==> src/rtl/binary_search_ctrl_pkg.sv <==
// Shared definitions for the binary search controller.
//   DEFAULT_WIDTH : default comparator / search width
//   state_t       : 3-bit FSM state encoding (ST_IDLE .. ST_ERR)
package binary_search_ctrl_pkg;

  localparam int DEFAULT_WIDTH = 4;

  typedef enum logic [2:0] {
    ST_IDLE  = 3'd0,
    ST_PROBE = 3'd1,
    ST_EVAL  = 3'd2,
    ST_DONE  = 3'd3,
    ST_ERR   = 3'd4
  } state_t;

endpackage

==> src/rtl/binary_search_ctrl_bounds.sv <==
// bs_bounds: holds the [lo, hi] search window of the binary search controller.
// Ports:
//   clk, rst_n          : clock, asynchronous active-low reset
//   load                : reset window to [0, 2^WIDTH-1]
//   shrink_hi           : hi <= guess - 1 (caller guarantees guess != lo)
//   shrink_lo           : lo <= guess + 1 (caller guarantees guess != hi)
//   guess               : current trial value
//   mid                 : floor((lo + hi) / 2), computed without overflow
//   lo_hit / hi_hit     : guess equals lo / hi (window cannot shrink further)
module bs_bounds
  import binary_search_ctrl_pkg::*;
#(
  parameter int WIDTH = DEFAULT_WIDTH
) (
  input  logic             clk,
  input  logic             rst_n,
  input  logic             load,
  input  logic             shrink_hi,
  input  logic             shrink_lo,
  input  logic [WIDTH-1:0] guess,
  output logic [WIDTH-1:0] mid,
  output logic             lo_hit,
  output logic             hi_hit
);

  localparam logic [WIDTH-1:0] ONE = WIDTH'(1);

  logic [WIDTH-1:0] lo_reg;
  logic [WIDTH-1:0] hi_reg;
  logic [WIDTH:0]   sum;

  always_ff @(posedge clk or negedge rst_n) begin
    if (!rst_n) begin
      lo_reg <= '0;
      hi_reg <= '0;
    end else if (load) begin
      lo_reg <= '0;
      hi_reg <= '1;
    end else if (shrink_hi) begin
      hi_reg <= guess - ONE;
    end else if (shrink_lo) begin
      lo_reg <= guess + ONE;
    end
  end

  // One extra bit keeps lo+hi from wrapping before the halving.
  assign sum    = {1'b0, lo_reg} + {1'b0, hi_reg};
  assign mid    = WIDTH'(sum >> 1);
  assign lo_hit = (guess == lo_reg);
  assign hi_hit = (guess == hi_reg);

endmodule

==> src/rtl/binary_search_ctrl.sv <==
// binary_search_ctrl: successive-approximation search driving the B input of an
// external magnitude comparator whose A input carries the hidden value.
// Ports:
//   clk, rst_n              : clock, asynchronous active-low reset
//   start                   : begin a search (honoured only in IDLE/DONE/ERR)
//   less, greater, equal    : comparator flags (hidden vs guess)
//   guess                   : registered trial value to comparator B
//   busy                    : search in progress (PROBE/EVAL)
//   done                    : search finished, found is valid
//   err                     : inconsistent flags or window exhausted
//   found                   : located value
//   steps                   : probes evaluated in current/last search
module binary_search_ctrl
  import binary_search_ctrl_pkg::*;
#(
  parameter int WIDTH  = DEFAULT_WIDTH,
  parameter int STEP_W = 3
) (
  input  logic              clk,
  input  logic              rst_n,
  input  logic              start,
  input  logic              less,
  input  logic              greater,
  input  logic              equal,
  output logic [WIDTH-1:0]  guess,
  output logic              busy,
  output logic              done,
  output logic              err,
  output logic [WIDTH-1:0]  found,
  output logic [STEP_W-1:0] steps
);

  state_t            state_reg, state_next;
  logic [WIDTH-1:0]  guess_reg;
  logic [WIDTH-1:0]  found_reg;
  logic [STEP_W-1:0] steps_reg;

  logic             load, shrink_hi, shrink_lo;
  logic [WIDTH-1:0] mid;
  logic             lo_hit, hi_hit;
  logic             accept_start;
  logic             hit;

  bs_bounds #(.WIDTH(WIDTH)) u_bounds (
    .clk       (clk),
    .rst_n     (rst_n),
    .load      (load),
    .shrink_hi (shrink_hi),
    .shrink_lo (shrink_lo),
    .guess     (guess_reg),
    .mid       (mid),
    .lo_hit    (lo_hit),
    .hi_hit    (hi_hit)
  );

  always_ff @(posedge clk or negedge rst_n) begin
    if (!rst_n) state_reg <= ST_IDLE;
    else        state_reg <= state_next;
  end

  always_comb begin
    state_next   = state_reg;
    load         = 1'b0;
    shrink_hi    = 1'b0;
    shrink_lo    = 1'b0;
    accept_start = 1'b0;
    hit          = 1'b0;
    case (state_reg)
      ST_IDLE, ST_DONE, ST_ERR: begin
        if (start) begin
          accept_start = 1'b1;
          load         = 1'b1;
          state_next   = ST_PROBE;
        end
      end
      ST_PROBE: state_next = ST_EVAL;
      ST_EVAL: begin
        // Exactly one flag must be set; anything else is a broken comparator.
        case ({less, greater, equal})
          3'b001: begin
            hit        = 1'b1;
            state_next = ST_DONE;
          end
          3'b100: begin
            if (lo_hit) state_next = ST_ERR;
            else begin
              shrink_hi  = 1'b1;
              state_next = ST_PROBE;
            end
          end
          3'b010: begin
            if (hi_hit) state_next = ST_ERR;
            else begin
              shrink_lo  = 1'b1;
              state_next = ST_PROBE;
            end
          end
          default: state_next = ST_ERR;
        endcase
      end
      default: state_next = ST_IDLE;
    endcase
  end

  always_ff @(posedge clk or negedge rst_n) begin
    if (!rst_n) begin
      guess_reg <= '0;
      found_reg <= '0;
      steps_reg <= '0;
    end else begin
      if (accept_start)            steps_reg <= '0;
      if (state_reg == ST_PROBE)   guess_reg <= mid;
      if (state_reg == ST_EVAL)    steps_reg <= steps_reg + STEP_W'(1);
      if (hit)                     found_reg <= guess_reg;
    end
  end

  assign guess = guess_reg;
  assign found = found_reg;
  assign steps = steps_reg;
  assign busy  = (state_reg == ST_PROBE) || (state_reg == ST_EVAL);
  assign done  = (state_reg == ST_DONE);
  assign err   = (state_reg == ST_ERR);

endmodule

==> config.mk <==
export PLATFORM = sky130hd
export DESIGN_NAME = binary_search_ctrl
export DESIGN_NICKNAME = d
export VERILOG_FILES = /design/src/rtl/binary_search_ctrl_pkg.sv /design/src/rtl/binary_search_ctrl_bounds.sv /design/src/rtl/binary_search_ctrl.sv
export SDC_FILE = /design/constraint.sdc
export NUM_CORES = 1
export LEC_CHECK = 0
export BUFFER_PORTS_ARGS = -buffer_cell sky130_fd_sc_hd__buf_2
export CORE_AREA = 2 2 65 67
export DETAILED_ROUTE_END_ITERATION = 10
export DIE_AREA = 0 0 67 69
export SLEW_MARGIN = 30
export SYNTH_ARGS = -nofsm -noshare
export SYNTH_HDL_FRONTEND = slang
export SYNTH_SLANG_ARGS = --single-unit
==> constraint.sdc <==
create_clock -name clk -period 2.1 [get_ports clk]
set_clock_uncertainty 0.15 [all_clocks]
set_input_delay 0.21 -clock clk [delete_from_list [all_inputs] [get_ports clk]]
set_output_delay 0.21 -clock clk [all_outputs]
set_load 0.05 [all_outputs]
==> impl_metrics.env, run 1 <==
export IMPL_status="finished clean"
export IMPL_final_max_slew_viol_count=0
export IMPL_portBuffers=19
export IMPL_yosysMostFrequentCell="dfrtp_1"
export IMPL_die_area_mm2=0.00462
export IMPL_ys_ff_latch=22
export IMPL_critPathKind="register to output port"
export IMPL_overflow=0
export IMPL_post_route_period_util_pct=95.2
export IMPL_vias_per_cell=5.17
export IMPL_drt_pass1_iterations=4
export IMPL_setup_viol=0
export IMPL_worst_endpoint_required_ns=1.74
export IMPL_ys_top_cells_by_count="dfrtp_1, nand2_1, o21ai_0, xnor2_1, a21oi_1"
export IMPL_num_vias=1064
export IMPL_slew_limit_headroom_pct=59.9
export IMPL_cts_clk_slew_worst_paths_ns=0.08
export IMPL_core_area_mm2=0.00391
export IMPL_vdd_ir_drop_max_mv=0.384
export IMPL_track_usage_pct=14.8
export IMPL_boundaryPins=20
export IMPL_hold_path_class="primary input to register"
export IMPL_globalplace_congestion=0.860
export IMPL_insertion_delay_ns=0.26
export IMPL_post_drt_wl_per_cell_um=14.3
export IMPL_antenna_found_initial=0
export IMPL_slowest_stage="or3b_1"
export IMPL_synth_top_area_share_pct=41.8
export IMPL_ant_nets=0
export IMPL_synth_distinct_cells=33
export IMPL_drive_gt1_share_pct=23.1
export IMPL_cp_arrival_ns=1.64
export IMPL_grt_max_degree=23
export IMPL_syn_area_per_cell_um2=9.75
export IMPL_hold_violations=0
export IMPL_design_area_mm2=0.00153
export IMPL_fin_tns_setup_ns=0
export IMPL_placed_area_mm2=0.00147
export IMPL_initial_core_util_pct=33.6
export IMPL_die_h_um=69
export IMPL_cp_start_kind="register"
export IMPL_routed_wl_um=2950
export IMPL_min_period_ns=2.00
export IMPL_critPathBufInv=2
export IMPL_ys_seq_area_share_pct=41.8
export IMPL_std_cell_rows=23
export IMPL_cts_buffers=3
export IMPL_cts_htree_levels=1
export IMPL_path_depth=4
export IMPL_max_freq_ghz=0.500
export IMPL_synth_ff_type="dfrtp_1"
export IMPL_hold_depth=2
export IMPL_cts_sinks=22
export IMPL_critical_path_max_stage_delay_ns=0.47
export IMPL_crit_path_end_kind="output port"
export IMPL_powerDensity_mw_per_mm2=1610
export IMPL_dp_final_hpwl_um=2270
export IMPL_yosysWarningCount=0
export IMPL_netlist_top_cells_area="dfrtp_1, xnor2_1, ha_1"
export IMPL_initialDrtViolationCount=63
export IMPL_cts_root_buf="clkbuf_8"
export IMPL_netlist_top_cell_by_area="dfrtp_1"
export IMPL_tritoncts="yes"
export IMPL_reg2reg_depth=3
export IMPL_postSynthCellCount=135
export IMPL_cp_top_family="simple AND/OR/NAND/NOR gates"
export IMPL_clk_path_buf_depth=2
export IMPL_cp_max_fo=7
export IMPL_ys_async_sr_fraction_pct=100
export IMPL_die_w_um=67
export IMPL_area_delta_synth_final_pct=16.5
export IMPL_syn_area_mm2=0.00132
export IMPL_synth_edff_count=0
export IMPL_grt_pass1_vias=1094
export IMPL_rsz0062_at_grt="false"
export IMPL_crit_chain="or3b_1, buf_4, nand2_1, clkbuf_4"
export IMPL_synth_fp_nets=148
export IMPL_drc=0
export IMPL_nFillCells=417
export IMPL_num_antenna_cells=0
export IMPL_maxCapViolations=0
export IMPL_power_leakage_nw=0.703
export IMPL_nNetsFinal=170
export IMPL_grt_pass1_wl_um=5230
export IMPL_worst_pin_slew_ns=0.594
-- area by class of cell --
class                           count  area (um^2)  share of cell area [%]
Multi-Input combinational cell     99          698                    45.5
Sequential cell                    22          551                    35.9
Tap cell                           50         62.6                    4.08
Clock buffer                        4         55.1                    3.59
Inverter                            6         22.5                    1.47
Timing Repair Buffer               25          145                    9.46
-- what timing repair did --
| item | in CTS | in global routing |
|---|---|---|
| setup endpoints to repair | 0 | 1 |
| buffers inserted | 0 | 0 |
| hold buffers | 1 | 0 |
| endpoints found under the hold margin | 22 | 0 |
| gates resized for setup | 0 | 1 |
-- power breakdown --
part / switching (mW) / total [mW] / internal, mW
Combinational: 0.927 / 1.43 / 0.499
Clock: 0.141 / 0.308 / 0.167
Sequential: 0.164 / 0.736 / 0.572
Total: 1.23 / 2.47 / 1.24
-- worst paths after layout --
check | startpoint | endpoint | slack (ns)
worst min register to register | found[0] | found[0] | 0.34
min in group asynchronous | rst_n | state_reg[0] | 0.29
worst min-delay path | start | state_reg[2] | 0.04
worst max-delay path | state_reg[0] | busy | 0.10
worst max register to register | state_reg[0] | found[3] | 0.17
max in group asynchronous | rst_n | steps[2] | 1.16
-- per-stage QoR --
| stage | cells | hold slack [ns] | power [mW] | util [%] | worst slack [ns] |
|---|---|---|---|---|---|
| after floorplan | 135 | -0.236 | 1.82 | - | 0.0543 |
| after global placement | 201 | 0.0635 | 2.14 | 37.5 | 0.133 |
| after detailed placement | 201 | 0.0643 | 2.16 | 37.5 | 0.113 |
| after CTS | 206 | 0.0402 | 2.49 | 39.1 | 0.0674 |
| after global routing | 206 | 0.0463 | 2.67 | 39.2 | 0.0129 |
| final | 206 | 0.0441 | 2.47 | 39.2 | 0.101 |
-- metal layers --
layer | GRT usage (%) | part of all wire [%]
met1 | 19.1 | 43
met2 | 23.4 | 50
met3 | 2.12 | 3.3
met4 | 7.71 | 3.4
met5 | 0 | 0
-- layout by cell type (no fill, tap or decap), types with 2 or more instances in the layout --
| cell | synthesis | routed |
|---|---|---|
| nand2b_1 | 3 | 3 |
| nor2_1 | 4 | 4 |
| mux2_4 | 2 | 2 |
| ha_1 | 6 | 6 |
| o21ai_0 | 11 | 11 |
| a41oi_1 | 2 | 2 |
| inv_1 | 6 | 6 |
| nand3_1 | 4 | 4 |
| buf_4 | 0 | 5 |
| a211oi_1 | 6 | 6 |
| o21a_1 | 2 | 2 |
| nand2_1 | 15 | 15 |
| dfrtp_1 | 22 | 22 |
| a21oi_1 | 9 | 9 |
| buf_2 | 0 | 18 |
| xor2_1 | 5 | 5 |
| xnor2_1 | 11 | 11 |
| clkbuf_8 | 0 | 4 |
| nor3_1 | 3 | 3 |
| or3b_2 | 2 | 2 |
-- worst register-to-register path, delay by kind of cell (launching register included) --
| kind | cells | cell delay [ns] |
|---|---|---|
| DFF | 1 | 0.44 |
| muxes | 1 | 0.31 |
| and+or+nand+nor | 2 | 0.91 |
-- cell families (layout without fill, tap and decap cells) --
group,count (synthesis),in the layout,share of synthesized area [%]
simple gates,37,37,15.1
mux,2,2,2.28
buf+inv,14,35,5.13
xor+xnor,16,16,10.6
flops,22,22,41.8
fa+ha+maj,7,7,7.22
compound gates,37,37,17.8
Note: power is estimated with default switching activity, not from simulation.
==> inputs of run 2 (changes only) <==
- ABC_AREA: unset -> 1
==> run 2 against run 1 <==
Net effect:
- via count rose by 1.7%
- worst setup slack improved by 0.14 ns
- core utilization is 0.70 points higher
- clock power about the same
- critical path depth did not move
- hold slack improved by 0.0097 ns
- first-iteration DRC count increased by 38%
- maximum frequency rose by 7.3%
- register-to-register slack improved by 0.27 ns
- combinational power grew 3%
- largest cell class unchanged
- largest power group unchanged
==> impl_metrics.env, run 2 <==
export IMPL_num_vias=1082
export IMPL_cts_htree_levels=1
export IMPL_critical_path_max_stage_delay_ns=0.41
export IMPL_p_total_mw=2.58
export IMPL_area_delta_synth_final_pct=16.2
export IMPL_cp_max_fo=10
export IMPL_slew_limit_headroom_pct=66.1
export IMPL_setup_viol=0
export IMPL_ys_ff_latch=22
export IMPL_stdcell_count=234
export IMPL_place_inst=229
export IMPL_worst_endpoint_required_ns=1.74
export IMPL_fin_tns_setup_ns=0
export IMPL_final_cell_mix="nand2_1, inv_1, dfrtp_1, buf_2, nand3_1"
export IMPL_grt_pass1_vias=1040
export IMPL_yosysMostFrequentCell="nand2_1"
export IMPL_overflow=0
export IMPL_min_period_ns=1.86
export IMPL_post_drt_wl_per_cell_um=12.4
export IMPL_syn_area_per_cell_um2=8.35
export IMPL_num_antenna_cells=0
export IMPL_crit_chain="inv_1, nand3_1, nand2_1, buf_2"
export IMPL_power_leakage_nw=0.793
export IMPL_routed_wl_um=2910
export IMPL_die_w_um=67
export IMPL_critPathKind="register to output port"
export IMPL_syn_area_mm2=0.00134
export IMPL_grt_pass1_wl_um=5000
export IMPL_ys_async_sr_fraction_pct=100
export IMPL_antenna_found_initial=0
export IMPL_cts_clk_slew_worst_paths_ns=0.08
export IMPL_cts_sinks=22
export IMPL_std_cell_rows=23
export IMPL_tritoncts="yes"
export IMPL_grt_max_degree=23
export IMPL_portBuffers=19
export IMPL_cp_arrival_ns=1.50
export IMPL_final_max_slew_viol_count=0
export IMPL_status="finished clean"
export IMPL_clk_path_buf_depth=2
export IMPL_core_area_mm2=0.00391
export IMPL_globalplace_congestion=0.842
export IMPL_nNetsFinal=198
export IMPL_synth_top_area_share_pct=41.0
export IMPL_worst_pin_slew_ns=0.509
export IMPL_die_h_um=69
export IMPL_final_common_cell="nand2_1"
export IMPL_die_area_mm2=0.00462
export IMPL_netlist_top_cell_by_area="dfrtp_1"
export IMPL_vdd_ir_drop_max_mv=0.582
export IMPL_insertion_delay_ns=0.26
export IMPL_crit_path_end_kind="output port"
export IMPL_cp_start_kind="register"
export IMPL_slowest_stage="dfrtp_1"
export IMPL_rsz0062_at_grt="false"
export IMPL_ys_top_cells_by_count="nand2_1, dfrtp_1, inv_1"
export IMPL_initialDrtViolationCount=87
export IMPL_synth_distinct_cells=28
export IMPL_drc=0
export IMPL_synth_ff_type="dfrtp_1"
export IMPL_track_usage_pct=14.1
export IMPL_cts_root_buf="clkbuf_8"
export IMPL_max_freq_ghz=0.537
export IMPL_dp_final_hpwl_um=2220
export IMPL_vias_per_cell=4.62
export IMPL_cts_buffers=3
export IMPL_hold_violations=0
export IMPL_powerDensity_mw_per_mm2=1650
export IMPL_synth_edff_count=0
export IMPL_drive_gt1_share_pct=19.0
export IMPL_postSynthCellCount=161
export IMPL_netlist_top_cells_area="dfrtp_1, nand2_1, inv_1"
export IMPL_post_route_period_util_pct=88.7
export IMPL_yosysWarningCount=0
export IMPL_drt_pass1_iterations=4
export IMPL_ant_nets=0
export IMPL_hold_path_class="primary input to register"
export IMPL_initial_core_util_pct=34.3
export IMPL_boundaryPins=20
export IMPL_synth_fp_nets=174
export IMPL_ctsResizeCount=0
export IMPL_maxCapViolations=0
export IMPL_hold_ws_ns=0.0537
export IMPL_ys_seq_area_share_pct=41.0
[run 2: stage by stage]
stage          area (um^2)  utilization, %  setup slack, ns
6_report              1560            39.9            0.237
4_1_cts               1560            39.9            0.209
2_1_floorplan         1340               -            0.337
5_1_grt               1560            39.9            0.101
3_3_place_gp          1500            38.2            0.419
3_5_place_dp          1500            38.2            0.429
[run 2: power by group]
group	total, mW	switching (mW)	internal [mW]
logic	1.47	1.02	0.446
clock network	0.308	0.141	0.167
registers	0.797	0.208	0.589
total	2.58	1.37	1.20
[run 2: worst paths after layout]
check	start	to	slack [ns]	depth (start not counted)
max	state_reg[2]	busy	0.24	4
min	start	state_reg[1]	0.05	2
max reg2reg	guess[2]	u_bounds.hi_reg[0]	0.44	9
min reg2reg	found[0]	found[0]	0.34	2
max in group asynchronous	rst_n	state_reg[2]	1.16	2
min in group asynchronous	rst_n	found[3]	0.29	2
[run 2: final cells by class]
| type | instances | area, um^2 |
|---|---|---|
| repair buffers | 21 | 113 |
| well taps | 50 | 62.6 |
| clock buffers | 4 | 55.1 |
| inverters | 23 | 86.3 |
| multi-input cells | 114 | 694 |
| fillers | 419 | 2350 |
| flip-flops and latches | 22 | 551 |
[run 2: routing by layer]
layer | global-route usage, % | routed length, um
met1 | 20.7 | 1470
met3 | 1.96 | 98
met5 | 0 | 0
met4 | 5.44 | 17
met2 | 20.8 | 1330
[run 2: critical path, delay by kind of cell, from the launching register on]
kind,cells,cell delay [ns]
simple gates,2,0.44
flops,1,0.41
buf+inv,2,0.39
[run 2: repair_timing]
item	in CTS	in global routing
setup buffers	0	0
setup endpoints to repair	0	0
hold endpoints to repair	22	0
hold buffers	1	0
[run 2: cells by family after synthesis]
group	share of synthesized area, %
simple gates	28.5
fa+ha+maj	7.08
flops	41.0
xor+xnor	5.87
buf+inv	7.36
compound gates	10.2
==> inputs of run 3 (changes only) <==
- SYNTH_HIERARCHICAL: unset -> 1
==> run 3 against run 2 <==
Net effect:
- combinational power shrank 24%
- design area shrank 1.5%
- sequential power is 18% lower
- final cell count rose by 3.0%
- die area unchanged
- largest power group unchanged
- hold slack got worse by 0.018 ns
- maximum frequency is 0.59% lower
- via count grew 3.4%
- count of clock-buffer cells in the layout did not move
- global-route usage shrank 0.70 points
==> impl_metrics.env, run 3 <==
export IMPL_status="finished clean"
export IMPL_drt_pass1_iterations=4
export IMPL_post_route_period_util_pct=89.2
export IMPL_setup_viol=0
export IMPL_final_max_slew_viol_count=0
export IMPL_ff2ff_setup_slack_ns=0.23
export IMPL_cts_htree_levels=1
export IMPL_tritoncts="yes"
export IMPL_hold_path_startpoint="start"
export IMPL_grt_pass1_vias=1068
export IMPL_num_antenna_cells=0
export IMPL_r2r_start="guess[0]"
export IMPL_fin_tns_setup_ns=0
export IMPL_cts_clk_slew_worst_paths_ns=0.08
export IMPL_ant_nets=0
export IMPL_hold_end="state_reg[1]"
export IMPL_maxCapViolations=0
export IMPL_boundaryPins=20
export IMPL_ys_seq_area_share_pct=41.7
export IMPL_vdd_ir_drop_max_mv=0.326
export IMPL_cp_arrival_ns=1.88
export IMPL_vias_per_cell=4.64
export IMPL_die_w_um=67
export IMPL_cts_sinks=22
export IMPL_cp_max_fo=10
export IMPL_synth_fp_nets=180
export IMPL_crit_path_end_kind="register"
export IMPL_slew_limit_headroom_pct=66.6
export IMPL_powerDensity_mw_per_mm2=1350
export IMPL_cts_buffers=3
export IMPL_stdcell_count=241
export IMPL_min_period_ns=1.87
export IMPL_die_h_um=69
export IMPL_final_common_cell="nand2_1"
export IMPL_drive_gt1_share_pct=20.4
export IMPL_final_cell_mix="nand2_1, inv_1, dfrtp_1, buf_2, nor2_1"
export IMPL_insertion_delay_ns=0.26
export IMPL_yosysMostFrequentCell="nand2_1"
export IMPL_clk_path_buf_depth=2
export IMPL_hold_ws_ns=0.0353
export IMPL_rsz0062_at_grt="false"
export IMPL_syn_area_mm2=0.00132
export IMPL_std_cell_rows=23
export IMPL_dp_final_hpwl_um=2230
export IMPL_yosysWarningCount=6
export IMPL_reg2reg_depth=12
export IMPL_area_delta_synth_final_pct=16.4
export IMPL_routed_wl_um=2820
export IMPL_nNetsFinal=205
export IMPL_cp_start_kind="register"
export IMPL_drc=0
export IMPL_nFillCells=421
export IMPL_worst_pin_slew_ns=0.502
export IMPL_post_drt_wl_per_cell_um=11.7
export IMPL_num_vias=1119
export IMPL_netlist_top_cells_area="dfrtp_1, nand2_1, inv_1"
export IMPL_place_inst=236
export IMPL_hold_path_class="primary input to register"
export IMPL_antenna_found_initial=0
export IMPL_synth_ff_type="dfrtp_1"
export IMPL_core_area_mm2=0.00391
export IMPL_final_core_util_pct=39.3
export IMPL_synth_edff_count=0
export IMPL_overflow=0
export IMPL_synth_distinct_cells=24
export IMPL_power_leakage_nw=0.818
export IMPL_initial_core_util_pct=33.8
export IMPL_cts_root_buf="clkbuf_8"
export IMPL_ys_top_cells_by_count="nand2_1, inv_1, dfrtp_1"
export IMPL_worst_endpoint_required_ns=2.11
export IMPL_hold_depth=2
export IMPL_ys_ff_latch=22
export IMPL_critPathKind="register to register"
export IMPL_hold_violations=0
export IMPL_max_freq_ghz=0.534
export IMPL_portBuffers=19
export IMPL_grt_max_degree=23
export IMPL_r2r_end="u_bounds/hi_reg[2]"
export IMPL_syn_area_per_cell_um2=7.91
export IMPL_globalplace_congestion=0.915
export IMPL_ys_async_sr_fraction_pct=100
export IMPL_die_area_mm2=0.00462
export IMPL_initialDrtViolationCount=67
export IMPL_synth_top_area_share_pct=41.7
export IMPL_track_usage_pct=13.4
export IMPL_postSynthCellCount=167
export IMPL_netlist_top_cell_by_area="dfrtp_1"
export IMPL_grt_pass1_wl_um=4760
## run 3: cell count changes in the layout (fill, tap and decap cells not counted), sizes merged, moves of 2 or more
cell   delta
xor2      -5
xnor2     +2
inv       +7
nand4     +2
o22ai     +3
a21oi     +4
o21ai     -7
nor2      +7
nor3      -4
## run 3: worst max-delay path by stage
stage,startpoint,end,slack [ns],depth (start not counted)
finish,guess[0],u_bounds/hi_reg[2],0.23,12
CTS,guess[0],u_bounds/hi_reg[2],0.18,12
global route,guess[0],u_bounds/hi_reg[2],0.03,12
floorplan,guess[2],u_bounds/hi_reg[2],0.12,13
detailed placement,guess[0],u_bounds/hi_reg[2],0.20,12
global placement,guess[0],u_bounds/hi_reg[2],0.24,12
## run 3: cell families (layout without fill, tap and decap cells)
| family | Yosys count | in the layout | share of synthesized area [%] |
|---|---|---|---|
| AND/OR/NAND/NOR | 77 | 77 | 25.9 |
| AO/OA/AOI/OAI | 23 | 23 | 11.0 |
| XOR/XNOR | 6 | 6 | 3.98 |
| buffers and inverters | 32 | 56 | 10.2 |
| adder cells (fa/ha/maj) | 7 | 7 | 7.20 |
| flip-flops | 22 | 22 | 41.7 |
## run 3: timing repair
item | in CTS | in global routing
setup endpoints to repair | 0 | 1
hold buffers | 1 | 0
gates resized for setup | 0 | 1
setup buffers | 0 | 0
hold endpoints to repair | 22 | 0
## run 3: worst max-delay path, stage by stage, from the launching register on
cell     delay, ns
dfrtp_2       0.49
inv_2         0.13
nand2_1       0.07
nand4_1       0.08
nor2_1        0.05
inv_1         0.04
nand3_1       0.09
nor2_1        0.16
inv_1         0.07
nor2_1        0.21
nand2_1       0.08
o22ai_1       0.11
inv_1         0.05
## run 3: layout make-up
| cell class | count | area (um^2) | share of cell area (%) |
|---|---|---|---|
| tap | 50 | 62.6 | 4.07 |
| inverter | 30 | 113 | 7.32 |
| multi-input combinational | 113 | 636 | 41.3 |
| timing repair buffer | 22 | 120 | 7.81 |
| sequential | 22 | 552 | 35.9 |
| clock buffer | 4 | 55.1 | 3.58 |
## run 3: metrics by stage
step	worst slack, ns	total power [mW]	area, um^2
after floorplan	0.121	1.55	1320
after global placement	0.237	1.78	1470
after detailed placement	0.205	1.78	1470
after CTS	0.185	2.10	1540
after global routing	0.0283	2.23	1540
final	0.226	2.07	1540
## run 3: layer usage
metal  wire length (um)  share of wire, %  track usage [%]  up-vias
met2               1300                46             20.8       26
met5                  0                 0                0        -
met4                 25              0.89             4.08        0
met1               1380                49             18.8      511
met3                111               3.9             2.45        4
li1                   -                 -                -      578
## run 3: power breakdown
group          switching [mW]  internal [mW]
registers               0.114          0.543
logic                   0.799          0.314
clock network           0.134          0.167
total                    1.05           1.02
